**src/rtl/fetch_pkg.sv**
```systemverilog
// Shared types and constants for the multi-issue instruction fetch block.
// Optional feature: FETCH_ALIGN_TRAP_EN adds the FAULT state.
package fetch_pkg;

  localparam int unsigned INSTR_W         = 32;
  localparam int unsigned BYTES_PER_INSTR = 4;
  localparam logic [INSTR_W-1:0] NOP_INSTR = 32'h0;

  typedef enum logic [1:0] {
    ST_IDLE  = 2'd0,
    ST_RUN   = 2'd1,
`ifdef FETCH_ALIGN_TRAP_EN
    ST_DONE  = 2'd2,
    ST_FAULT = 2'd3
`else
    ST_DONE  = 2'd2
`endif
  } fetch_state_t;

endpackage

```
**src/rtl/imem_bytes.sv**
```systemverilog
// Byte-wide instruction memory: one synchronous write port, NPORTS combinational read ports.
module imem_bytes #(
  parameter int unsigned MEM_BYTES = 256,
  parameter int unsigned PC_W      = 8,
  parameter int unsigned NPORTS    = 8
) (
  input  logic                   clk,
  input  logic                   i_we,
  input  logic [PC_W-1:0]        i_waddr,
  input  logic [7:0]             i_wdata,
  input  logic [NPORTS*PC_W-1:0] i_raddr,
  output logic [NPORTS*8-1:0]    o_rdata
);

  logic [7:0] r_mem [MEM_BYTES];

  // Program load write; contents intentionally survive reset.
  always_ff @(posedge clk) begin
    if (i_we) begin
      r_mem[i_waddr] <= i_wdata;
    end
  end

  // Parallel byte reads, one per port.
  always_comb begin
    o_rdata = '0;
    for (int unsigned p = 0; p < NPORTS; p++) begin
      o_rdata[p*8 +: 8] = r_mem[i_raddr[p*PC_W +: PC_W]];
    end
  end

endmodule

```
**src/rtl/multi_fetch.sv**
```systemverilog
// Multi-issue fetch unit: assembles ISSUE_W big-endian instructions per bundle.
// Optional feature: FETCH_ALIGN_TRAP_EN traps misaligned redirects into FAULT.
module multi_fetch
  import fetch_pkg::*;
#(
  parameter int unsigned ISSUE_W   = 2,
  parameter int unsigned MEM_BYTES = 256,
  parameter int unsigned PC_W      = $clog2(MEM_BYTES)
) (
  input  logic                       clk,
  input  logic                       rst,
  input  logic                       load_en,
  input  logic [PC_W-1:0]            load_addr,
  input  logic [7:0]                 load_data,
  input  logic [PC_W:0]              prog_end,
  input  logic                       start,
  input  logic                       ready,
  input  logic                       redirect,
  input  logic [PC_W-1:0]            redirect_pc,
  output logic [INSTR_W*ISSUE_W-1:0] instr,
  output logic [ISSUE_W-1:0]         slot_valid,
`ifdef FETCH_ALIGN_TRAP_EN
  output logic                       finish,
  output logic                       fault
`else
  output logic                       finish
`endif
);

  localparam int unsigned NPORTS       = ISSUE_W * BYTES_PER_INSTR;
  localparam int unsigned BUNDLE_BYTES = NPORTS;
  localparam int unsigned CW           = PC_W + 2;

  fetch_state_t               r_state, w_state_nxt;
  logic [PC_W:0]              r_pc, w_pc_nxt;
  logic [INSTR_W*ISSUE_W-1:0] r_instr, w_instr_nxt, w_bundle;
  logic [ISSUE_W-1:0]         r_valid, w_valid_nxt, w_slot_ok;
  logic                       r_finish, w_finish_nxt;
`ifdef FETCH_ALIGN_TRAP_EN
  logic                       r_fault, w_fault_nxt;
`endif
  logic [NPORTS*PC_W-1:0]     w_raddr;
  logic [NPORTS*8-1:0]        w_rdata;
  logic                       w_we;

  assign w_we = load_en && (r_state == ST_IDLE);

  imem_bytes #(
    .MEM_BYTES (MEM_BYTES),
    .PC_W      (PC_W),
    .NPORTS    (NPORTS)
  ) u_imem (
    .clk     (clk),
    .i_we    (w_we),
    .i_waddr (load_addr),
    .i_wdata (load_data),
    .i_raddr (w_raddr),
    .o_rdata (w_rdata)
  );

  // Byte addresses of the bundle at pc; out-of-range ones are masked by slot validity.
  always_comb begin
    w_raddr = '0;
    for (int unsigned p = 0; p < NPORTS; p++) begin
      w_raddr[p*PC_W +: PC_W] = r_pc[PC_W-1:0] + PC_W'(p);
    end
  end

  // Slot validity against program end and memory end, and big-endian assembly.
  always_comb begin
    w_slot_ok = '0;
    w_bundle  = '0;
    for (int unsigned i = 0; i < ISSUE_W; i++) begin
      w_slot_ok[i] = ((CW'(r_pc) + CW'(i*4 + 3)) < CW'(prog_end)) &&
                     ((CW'(r_pc) + CW'(i*4 + 3)) < CW'(MEM_BYTES));
      w_bundle[i*INSTR_W +: INSTR_W] = w_slot_ok[i] ?
        {w_rdata[(i*4+0)*8 +: 8], w_rdata[(i*4+1)*8 +: 8],
         w_rdata[(i*4+2)*8 +: 8], w_rdata[(i*4+3)*8 +: 8]} : NOP_INSTR;
    end
  end

  // Next-state and next-output decode.
  always_comb begin
    w_state_nxt  = r_state;
    w_pc_nxt     = r_pc;
    w_instr_nxt  = r_instr;
    w_valid_nxt  = r_valid;
    w_finish_nxt = r_finish;
`ifdef FETCH_ALIGN_TRAP_EN
    w_fault_nxt  = r_fault;
`endif
    case (r_state)
      ST_IDLE: begin
        if (start) begin
          w_state_nxt  = ST_RUN;
          w_pc_nxt     = '0;
          w_instr_nxt  = '0;
          w_valid_nxt  = '0;
          w_finish_nxt = 1'b0;
        end
      end
      ST_RUN, ST_DONE: begin
        if (redirect) begin
          w_instr_nxt = '0;
          w_valid_nxt = '0;
`ifdef FETCH_ALIGN_TRAP_EN
          if (redirect_pc[1:0] != 2'b00) begin
            w_state_nxt  = ST_FAULT;
            w_fault_nxt  = 1'b1;
            w_finish_nxt = 1'b1;
          end else begin
            w_state_nxt  = ST_RUN;
            w_pc_nxt     = {1'b0, redirect_pc};
            w_finish_nxt = 1'b0;
          end
`else
          w_state_nxt  = ST_RUN;
          w_pc_nxt     = {1'b0, redirect_pc & ~PC_W'(3)};
          w_finish_nxt = 1'b0;
`endif
        end else if ((|r_valid) && !ready) begin
          // Hold the current bundle until downstream accepts it.
        end else if (r_state == ST_RUN) begin
          w_instr_nxt = w_bundle;
          w_valid_nxt = w_slot_ok;
          if (&w_slot_ok) begin
            w_pc_nxt = r_pc + (PC_W+1)'(BUNDLE_BYTES);
          end else begin
            w_finish_nxt = 1'b1;
            w_state_nxt  = ST_DONE;
          end
        end else begin
          w_instr_nxt = '0;
          w_valid_nxt = '0;
        end
      end
`ifdef FETCH_ALIGN_TRAP_EN
      ST_FAULT: begin
        w_instr_nxt = '0;
        w_valid_nxt = '0;
      end
`endif
      default: begin
        w_state_nxt = ST_IDLE;
      end
    endcase
  end

  // State, pc and output registers.
  always_ff @(posedge clk or posedge rst) begin
    if (rst) begin
      r_state  <= ST_IDLE;
      r_pc     <= '0;
      r_instr  <= '0;
      r_valid  <= '0;
      r_finish <= 1'b0;
`ifdef FETCH_ALIGN_TRAP_EN
      r_fault  <= 1'b0;
`endif
    end else begin
      r_state  <= w_state_nxt;
      r_pc     <= w_pc_nxt;
      r_instr  <= w_instr_nxt;
      r_valid  <= w_valid_nxt;
      r_finish <= w_finish_nxt;
`ifdef FETCH_ALIGN_TRAP_EN
      r_fault  <= w_fault_nxt;
`endif
    end
  end

  assign instr      = r_instr;
  assign slot_valid = r_valid;
  assign finish     = r_finish;
`ifdef FETCH_ALIGN_TRAP_EN
  assign fault      = r_fault;
`endif

endmodule

```
**config.mk**
```make
export PLATFORM = sky130hd
export DESIGN_NAME = multi_fetch
export DESIGN_NICKNAME = d
export VERILOG_FILES = /design/src/rtl/fetch_pkg.sv /design/src/rtl/imem_bytes.sv /design/src/rtl/multi_fetch.sv
export SDC_FILE = /design/constraint.sdc
export NUM_CORES = 2
export LEC_CHECK = 0
export CELL_PAD_IN_SITES_DETAIL_PLACEMENT = 1
export CELL_PAD_IN_SITES_GLOBAL_PLACEMENT = 1
export CORE_MARGIN = 5
export CORE_UTILIZATION = 37
export DETAILED_ROUTE_END_ITERATION = 7
export GPL_TIMING_DRIVEN = 0
export PLACE_DENSITY = 0.58
export SLEW_MARGIN = 20
export SYNTH_ARGS = -nofsm -noshare
export SYNTH_HDL_FRONTEND = slang
export SYNTH_SLANG_ARGS = --single-unit
```
**constraint.sdc**
```tcl
create_clock -name clk -period 4.41 [get_ports clk]
set_input_delay 0.441 -clock clk [delete_from_list [all_inputs] [get_ports clk]]
set_output_delay 0.441 -clock clk [all_outputs]
set_load 0.01 [all_outputs]
```
==> results by group <==
Critical path
  • R2R Path Start: r_pc[3]
  • Delay-heaviest family, CP: buffers and inverters
  • Critical Path Slowest Stage Cell: a221oi_2
  • Crit path max fanout: 10
  • Crit path kind: flop to flop
  • Stages on worst setup path: 11
  • R2r endpoint: instr[25]
  • WP data required: 5240 ps
  • Worst-path cell chain: buf_4 > buf_4 > inv_1 > and3_1 > clkbuf_2 > clkbuf_2 > a221oi_2 > o221ai_1 > nand3_1 > o311ai_2 > nand2_1
  • CP Launch Point: r_pc[3]
  • Worst Path Arrival: 5460 ps
  • R2R setup slack: -220 ps
  • Largest stage delay, worst path: 680 ps
  • CP Capture Type: flop
  • CP startpoint kind: flop
  • Reg2Reg Depth: 11
  • WP buf/inv: 5
  • Critical Path End: instr[25]

Timing
  • Endpoints failing setup: 272
  • FMAX: 215.8 MHz
  • Clock Skews: just under 70 ps
  • Slew headroom: around 5.6%
  • Worst hold slack: 31.82 ps
  • Worst Max-Slew Pin Slew: 1416 ps
  • Minimum clock period: 4634 ps
  • Final Worst Setup Slack: -223.8 ps
  • Final period utilization: 105.1%
  • Slew Limit Fails: 0
  • Final Hold Fails: 0

Detailed routing
  • DR vias/cell: ~7.2
  • Drt first pass iters: 8
  • Initial drt markers: approximately 13000
  • Overall routed net length: around 540 mm
  • Drt drc: 1
  • Routed len/inst: 57.02 microns
  • Final antenna-violating net count: 0
  • Detailed-route via count: 67920

Synth
  • Synth top area share: 62.17%
  • Number of synthesized flops with an enable pin: 2048
  • Seq/Total Area, Yosys: between 60 and 70%
  • Synth Area in Compound Gates: 3.645%
  • XOR/XNOR Fraction of Synth Area: less than 1%
  • Top_reg_cell synth: edfxtp_1
  • Post-Synthesis Cells: between 5000 and 6000
  • Largest family of logic cells by synthesized area: multiplexers
  • Synth Warn #: 0
  • Synth unique cells: 58
  • Mean Syn Cell Area: 18.94 sq um
  • #FFs+latches synth: around 2100
  • Syn Nets: 5283
  • Top cells by area, synth: edfxtp_1 (62%), mux4_2 (23%), mux2i_1 (2.3%)
  • Synth Area in Simple Gates: 3.304%
  • Post-Synth Adder-Cell Area: 0.2530%
  • Multiplexer share of the synthesized area: 26.14%
  • Synth async-reset ratio: under 10%
  • Leading area contributor after synthesis: edfxtp_1
  • Post-Syn Area: around 100000 sq um

Power and ir drop
  • Switching power: 37520 uW
  • Pleak: 0.03528 uW
  • Clock Power Share: 23.6%
  • Logic gate share of total power: about half
  • Internal: 46110 uW
  • Power density over the cells: between 700 and 800 nW/um^2
  • Sw frac: 44.86%
  • Total power draw: 83620 uW
  • Peak VDD IR: 0.0007448 V
  • Sequential share of power: 27.6%

GRT
  • Gr usage total: 37.68%
  • Number of global-route vias before repair: 63810
  • Largest net degree at the start of global routing: roughly 120
  • GRT Residual Overflow: 0
  • First-pass GRT wire length: around 670 mm
  • Initial antenna violation count: 58

Clock network
  • Clk pin slew, worst setup/hold paths: 60 ps
  • CTS Buf Count: 239
  • TritonCTS clock tree: built
  • CTS Buffer Depth: 4
  • Clock Latency Late Sink: 950 ps
  • H-tree depth: 4
  • Num Clock Sinks: 2124
  • Root Buffer: clkbuf_16

Cells and area
  • Share of cells above drive strength 1: 35.33%
  • NumNets Final: roughly 5700
  • Total of fill cells in the finished design: around 25000
  • Area grow syn2layout: 15.95%

Die
  • Die height: 527.1 microns
  • Die ar.: 277800 sq um
  • Chip width: 527.1 microns
  • Rows: around 190
  • I/O pins: 106
  • CORE AREA: approximately 270000 sq um
  • Initial Util: 37.25%

Placement
  • Final GP Congestion: 1.055
  • HPWL after DPL: 390.4 mm
  • # port buffers: 97

Min path
  • Hold Crit Class: primary input to flop

Outcome
  • Failing checks: design-rule violations, negative setup slack
  • Outcome: finished with violations

Job
  • # Max-Cap Violations: 0
==> power by group through the flow <==
stage	Clock (uW)	Sequential (uW)	Combinational [uW]
6_report	19700	23100	40800
3_5_place_dp	0	23500	37300
3_3_place_gp	0	23700	36800
2_1_floorplan	0	23200	16800
4_1_cts	19600	23100	38600
5_1_grt	20500	23000	39600
==> synth_stat cells (34+ instances only) <==
library cell and count:
edfxtp_1 2048, mux4_2 989, nor2_1 313, nand2_1 267, mux2i_1 230, buf_2 167
o22ai_1 153, clkbuf_1 145, nand3_1 127, mux2_2 114, dfrtp_1 76, o221ai_1 63
buf_4 52, o21ai_0 52, buf_6 47, a221oi_1 42, a31oi_1 35, o31ai_1 35
a21oi_1 34
==> cells in the final DEF (no fill, tap or decap), types with 19 or more instances in the layout <==
cell	n
edfxtp_1	2048
mux4_2	989
nand2_1	267
clkbuf_16	241
mux2i_1	226
nor2_1	181
clkbuf_1	142
nand3_1	127
o22ai_1	124
nor2_2	118
buf_4	116
buf_2	116
mux2_2	114
clkdlybuf4s50_1	89
dfrtp_1	74
buf_6	67
o221ai_1	63
clkbuf_2	54
clkinv_1	51
o21ai_0	51
diode_2	35
a31oi_1	34
buf_16	33
a21oi_1	33
o31ai_1	31
a221o_1	29
clkinv_2	29
o22ai_2	24
buf_8	20
a221oi_1	20
ha_1	20
a221oi_2	19
==> kinds of logic after synthesis <==
group | Yosys count
compound gates | 505
fa+ha+maj | 20
simple gates | 780
xor+xnor | 5
mux | 1333
flops | 2124
buf+inv | 457
==> per-stage QoR <==
step	setup slack, ps	setup TNS [ps]	area (sq um)	util (%)	instances
CTS	-249.6	-18810	114300	43.03	9346
floorplan	180.8	0	98930	-	5224
detailed placement	-4696	-494330	105500	39.71	8894
global route	-30.63	-56.19	114600	43.16	9368
global placement	-5914	-	104300	39.28	8854
finish	-223.8	-15800	114700	43.19	9398
==> worst register-to-register path: cells and delay by family (launching register included) <==
kind	cells	cell delay, ps
buf+inv	5	2080
compound gates	3	1310
flops	1	490
simple gates	3	680
==> per-layer routing <==
metal	wire (microns)	GRT usage, %
met5	419	0.01709
met4	54600	30.38
met3	72870	14.20
met2	223600	53.08
met1	184400	46.34
==> registers in the layout (all words and copies together), names as in the netlist <==
register,count
r_pc,7
finish,1
u_imem.r_mem,2048
instr,64
r_state,2
slot_valid,2
==> worst min-delay path by stage <==
| stage | startpoint | to | cells after the start |
|---|---|---|---|
| 2_1_floorplan | instr[13] | instr[13] | 2 |
| 3_3_place_gp | instr[25] | instr[25] | 2 |
| 3_5_place_dp | instr[2] | instr[2] | 2 |
| 4_1_cts | load_data[1] | u_imem.r_mem[183][1] | 1 |
| 5_1_grt | load_data[1] | u_imem.r_mem[183][1] | 1 |
| 6_report | load_data[1] | u_imem.r_mem[183][1] | 1 |
==> cell type report <==
cell class	count	area, sq um	area share (%)
Sequential cell	2124	63400	55.28
Multi-Input combinational cell	2643	33990	29.63
Clock buffer	310	6380	5.562
Tap cell	3533	4420	3.854
Buffer	432	2965	2.585
Timing Repair Buffer	189	2399	2.091
Clock inverter	111	968.4	0.8443
Inverter	21	91.34	0.07963
Antenna cell	35	87.58	0.07636
==> timing repair <==
item                       CTS  global route
pin swaps                    6             7
gates resized for setup    309            44
hold buffers                 8             0
hold endpoints to repair   179             0
setup endpoints to repair  889           563
buffers inserted            24            19
Power figures use the tool's default switching activity.
